File: src/rtl/fifo_wr_arbiter.sv
// fifo_wr_arbiter: round-robin arbiter that shares one FiFo write port among NUM_REQ producers.
// Optional macro FIFO_WR_ARBITER_STALL_CNT_EN adds a saturating 16-bit stall_cnt output.
//
// state | meaning
// IDLE  | no owner; pick the first valid requester at or after rr_ptr
// BURST | owner streams up to MAX_BURST words into the FiFo

module fifo_wr_arbiter #(
  parameter int NUM_REQ       = 4,
  parameter int DATA_BUS_SIZE = 32,
  parameter int MAX_BURST     = 4
) (
  input  logic                             clk,
  input  logic                             rst,
  input  logic [NUM_REQ-1:0]               req_valid,
  input  logic [NUM_REQ*DATA_BUS_SIZE-1:0] req_data,
  output logic [NUM_REQ-1:0]               req_ready,
  output logic [NUM_REQ-1:0]               grant,
  input  logic                             fifo_full,
  output logic                             fifo_wr,
  output logic [DATA_BUS_SIZE-1:0]         fifo_data_in,
  output logic                             busy
`ifdef FIFO_WR_ARBITER_STALL_CNT_EN
  ,
  output logic [15:0]                      stall_cnt
`endif
);

  localparam int PTR_W = $clog2(NUM_REQ);
  localparam int CNT_W = $clog2(MAX_BURST) + 1;
  localparam logic [CNT_W-1:0]   LAST_CNT = CNT_W'(MAX_BURST - 1);
  localparam logic [PTR_W-1:0]   LAST_REQ = PTR_W'(NUM_REQ - 1);
  localparam logic [NUM_REQ-1:0] ONE_HOT0 = {{(NUM_REQ-1){1'b0}}, 1'b1};

  typedef enum logic {IDLE, BURST} state_t;

  state_t                   state_q, state_d;
  logic [PTR_W-1:0]         rr_ptr_q, rr_ptr_d;
  logic [PTR_W-1:0]         owner_q, owner_d;
  logic [CNT_W-1:0]         burst_cnt_q, burst_cnt_d;
  logic [NUM_REQ-1:0]       grant_q, grant_d;
  logic [PTR_W-1:0]         sel_idx;
  logic                     sel_found;
  logic                     owner_valid;
  logic [DATA_BUS_SIZE-1:0] owner_data;
  logic                     do_release;

  // Round-robin scan starting at rr_ptr, wrapping around.
  always_comb begin
    sel_found = 1'b0;
    sel_idx   = '0;
    for (int i = 0; i < NUM_REQ; i++) begin
      if (!sel_found && req_valid[(int'(rr_ptr_q) + i) % NUM_REQ]) begin
        sel_found = 1'b1;
        sel_idx   = PTR_W'((int'(rr_ptr_q) + i) % NUM_REQ);
      end
    end
  end

  always_comb begin
    owner_valid = 1'b0;
    owner_data  = '0;
    for (int i = 0; i < NUM_REQ; i++) begin
      if (owner_q == PTR_W'(i)) begin
        owner_valid = req_valid[i];
        owner_data  = req_data[i*DATA_BUS_SIZE +: DATA_BUS_SIZE];
      end
    end
  end

  always_comb begin
    state_d      = state_q;
    rr_ptr_d     = rr_ptr_q;
    owner_d      = owner_q;
    burst_cnt_d  = burst_cnt_q;
    grant_d      = grant_q;
    req_ready    = '0;
    fifo_wr      = 1'b0;
    fifo_data_in = '0;
    do_release   = 1'b0;

    case (state_q)
      IDLE: begin
        if (sel_found) begin
          state_d     = BURST;
          owner_d     = sel_idx;
          grant_d     = ONE_HOT0 << sel_idx;
          burst_cnt_d = '0;
        end
      end

      BURST: begin
        for (int i = 0; i < NUM_REQ; i++) begin
          req_ready[i] = (owner_q == PTR_W'(i)) && !fifo_full;
        end
        fifo_wr      = owner_valid && !fifo_full;
        fifo_data_in = owner_data;

        // A gap in the owner's stream gives up the grant, even under backpressure.
        if (!owner_valid) begin
          do_release = 1'b1;
        end else if (fifo_wr) begin
          burst_cnt_d = burst_cnt_q + 1'b1;
          if (burst_cnt_q == LAST_CNT) begin
            do_release = 1'b1;
          end
        end

        if (do_release) begin
          state_d  = IDLE;
          grant_d  = '0;
          rr_ptr_d = (owner_q == LAST_REQ) ? '0 : owner_q + 1'b1;
        end
      end

      default: begin
        state_d = IDLE;
        grant_d = '0;
      end
    endcase
  end

  always_ff @(posedge clk or posedge rst) begin
    if (rst) begin
      state_q     <= IDLE;
      rr_ptr_q    <= '0;
      owner_q     <= '0;
      burst_cnt_q <= '0;
      grant_q     <= '0;
    end else begin
      state_q     <= state_d;
      rr_ptr_q    <= rr_ptr_d;
      owner_q     <= owner_d;
      burst_cnt_q <= burst_cnt_d;
      grant_q     <= grant_d;
    end
  end

  assign grant = grant_q;
  assign busy  = (state_q == BURST);

`ifdef FIFO_WR_ARBITER_STALL_CNT_EN
  always_ff @(posedge clk or posedge rst) begin
    if (rst) begin
      stall_cnt <= '0;
    end else if ((state_q == BURST) && owner_valid && fifo_full && (stall_cnt != 16'hFFFF)) begin
      stall_cnt <= stall_cnt + 16'd1;
    end
  end
`endif

endmodule
File: config.mk
export PLATFORM = sky130hd
export DESIGN_NAME = fifo_wr_arbiter
export DESIGN_NICKNAME = d
export VERILOG_FILES = /design/src/rtl/fifo_wr_arbiter.sv
export SDC_FILE = /design/constraint.sdc
export NUM_CORES = 1
export LEC_CHECK = 0
export ABC_CLOCK_PERIOD_IN_PS = 3900
export BUFFER_PORTS_ARGS = -buffer_cell sky130_fd_sc_hd__buf_2
export CAP_MARGIN = 40
export CORE_MARGIN = 4
export CORE_UTILIZATION = 39
export CTS_BUF_LIST = sky130_fd_sc_hd__clkbuf_4
export CTS_CLUSTER_DIAMETER = 120
export DETAILED_ROUTE_END_ITERATION = 16
export PLACE_DENSITY = 0.88
export SLEW_MARGIN = 20
export SYNTH_ARGS = -nofsm -noshare
export SYNTH_HDL_FRONTEND = slang
export SYNTH_SLANG_ARGS = --single-unit
File: constraint.sdc
create_clock -name clk -period 3.9 [get_ports clk]
set_input_delay 0.195 -clock clk [delete_from_list [all_inputs] [get_ports clk]]
set_output_delay 0.195 -clock clk [all_outputs]
set_load 0.02 [all_outputs]
==> flow_summary.yaml <==
synth:
  synth-edff-count: 0
  yosys_warnings: 0
  yosysUniqueCellTypes: 33
  synth_cells: 234
  syn-mean-instance-area_sq_um: 7.26
  synth-simple-area-share_pct: 17.8
  synth_area_sq_um: 1700
  synth_top_family_by_area: "compound AO/OA/AOI/OAI gates"
  synth_seq_cells: 12
  synth-xor-area-share_pct: 0
  syn_nets: 375
  synth_fa_ha_area_share_pct: 4.42
  synthMuxAreaShare_pct: 2.43
  synth_compound_area_share_pct: 49.0
  async_reset_ff_share_pct: 100
  ys_seq_area_share_pct: 17.7
  synth_ff_type: "dfrtp_1"
setup_path:
  path_cells: "inv_1 > ha_1 > nor2b_2 > buf_4 > a22oi_1 > o21ai_0 > a22o_1 > buf_2"
  crit_slowest_cell: "nor2b_2"
  startpoint_type: "register"
  crit_required_ns: 3.70
  critPathKind: "register to primary output"
  crit_arrival_ns: 2.57
  worst_setup_path_end_kind: "primary output"
  path_max_fanout: 17
  max_stage_delay_ns: 0.64
timing:
  setup_violations: 0
  rsz0062_at_grt: "false"
  worst_slack_ns: 1.14
  finClkSkew_ns: 0.00649
  tightest_slew_ns: 0.768
  max_freq_mhz: 362
  timing.setup.tns_ns: 0
  min_period_over_period_pct: 70.8
  slew_violations: 0
  fin_crit_ns: 2.76
  slew-limit-headroom_pct: 48.6
  hold_viol: 0
detailed_routing:
  drt_pass1_iterations: 4
  wirelength_mm: 6.80
  routedWlPerCell_um: 15.2
  vias: 2421
  via_per_inst: 5.43
  postRouteAntennaNets: 0
  route.detailed.drc: 0
  drt_iter0_markers: 114
layout:
  final_layout_size_suffix_gt1_share_pct: 48.7
  utilization_pct: 64.0
  final_common_cell: "buf_2"
  stdcell_area_sq_um: 2630
  layout_common_cells: "176 x buf_2, 40 x nand2_1, 35 x o21ai_0, 35 x a22o_1, 32 x a22oi_1"
  num_antenna_cells: 0
  area_delta_synth_final_pct: 55.1
  final_net_count: 538
  instances_no_fill: 446
global_routing:
  grt_pass1_vias: 2242
  grt_first_pass_wirelength_mm: 10.1
  grt_util_all_layers_pct: 22.5
  grt_overflow: 0
  grt_max_degree: 51
  antenna_found_initial: 0
power:
  p_sw_share_pct: 55.5
  power_frac_comb_pct: 84.2
  p_leak_nw: 1.47
  clkPwrFrac_pct: 4.1
  irDropWorstVdd_uv: 410
  pwr-share-seq_pct: 11.7
  netSwitchingPower_mw: 1.10
  power_density_nw_per_um2: 752
  internal_power_uw: 883
clock_tree:
  tritoncts: "yes"
  root_buffer: "clkbuf_4"
  cts_buffers: 3
  cts_setup_buffers: 0
  htree_levels: 1
  cts_buffer_depth: 2
  cts_hold_buf: 1
  path_clk_slew_ns: 0.08
  clock_latency_ns: 0.28
  cts.sinks: 12
  post_cts_resized: 0
hold_path:
  holdCritPathClass: "input pin to register"
placed_design:
  dp.final_hpwl_mm: 5.45
  gp_congestion: 0.864
  pre_cts_ws_ns: 1.44
  placedCellCount: 441
  io_buffers: 176
  placed_cell_area_sq_um: 2600
flow_run:
  drv_cap: 0
die:
  start_util_pct: 41.3
  dieWidth_um: 74.0
  rows: 23
  fp.dieH_um: 74.0
  core_sq_um: 4120
  die_area_sq_um: 5470
  io_pins: 177
outcome:
  status: "finished clean"
==> state kept, by name, indices dropped and copies added, names as in the netlist <==
register	count
grant	4
owner_q	2
busy	1
rr_ptr_q	2
burst_cnt_q	3
==> cell usage after synthesis, drive strengths merged (2+ instances only) <==
library cell | count | area [sq um]
and2 | 6 | 37.5
a22o | 35 | 307
nand2b | 3 | 26.3
dfrtp | 12 | 300
inv | 11 | 41.3
mux2i | 3 | 30.0
a21oi | 4 | 20.0
a21o | 2 | 15.0
o22ai | 2 | 12.5
ha | 6 | 75.1
nand2 | 40 | 150
clkbuf | 18 | 67.6
buf | 6 | 38.8
a22oi | 32 | 240
nor2b | 6 | 40.0
o21ai | 36 | 184
==> area by class of cell <==
| type | instances | area, sq um |
|---|---|---|
| fill | 373 | 1480 |
| timing repair buffer | 182 | 948 |
| inverter | 11 | 41.3 |
| tap | 50 | 62.6 |
| multi-input combinational | 187 | 1250 |
| sequential | 12 | 300 |
| clock inverter | 1 | 3.75 |
| clock buffer | 3 | 22.5 |
==> per-stage QoR <==
step | hold slack (ns) | power [mW]
CTS | 0.322 | 1.99
global route | 0.343 | 2.16
finish | 0.332 | 1.98
floorplan | 0.0597 | 1.45
detailed placement | 0.230 | 1.90
global placement | 0.221 | 1.85
==> layer usage <==
metal  wire length [um]  global-route usage [%]  part of all wire, %
met5                  0                       0                    0
met4                115                    6.44                  1.7
met3                511                    2.57                  7.5
met2               3530                    41.5                   52
met1               2640                    27.2                   39
==> cell families after synthesis <==
logic type / count (synthesis)
AOI/OAI and AO/OA: 115
and+or+nand+nor: 62
buffers and inverters: 35
DFF: 12
adders and majority gates: 6
muxes: 4
==> path summary, 6_finish.rpt <==
check	from	to	slack, ns	cells past startpoint
max in group asynchronous	rst	burst_cnt_q[0]	3.13	3
setup / recovery	owner_q[0]	fifo_data_in[9]	1.14	8
hold / removal	fifo_full	burst_cnt_q[2]	0.33	4
min in group asynchronous	rst	grant[1]	0.45	3
hold reg to reg	grant[0]	grant[0]	0.51	1
setup reg to reg	owner_q[0]	grant[3]	1.59	7
==> worst max-delay path: cells and delay by family, from the launching register on <==
kind / cells / cell delay, ns
simple gates: 1 / 0.64
compound gates: 3 / 0.45
buf+inv: 3 / 0.60
fa+ha+maj: 1 / 0.16
flops: 1 / 0.43
==> power by group through the flow <==
stage / clock network (mW) / registers, mW / logic, mW
3_3_place_gp: 0 / 0.230 / 1.62
4_1_cts: 0.0838 / 0.232 / 1.67
6_report: 0.0815 / 0.231 / 1.67
2_1_floorplan: 0 / 0.251 / 1.20
3_5_place_dp: 0 / 0.232 / 1.67
5_1_grt: 0.0891 / 0.243 / 1.83
Power figures use the tool's default switching activity.
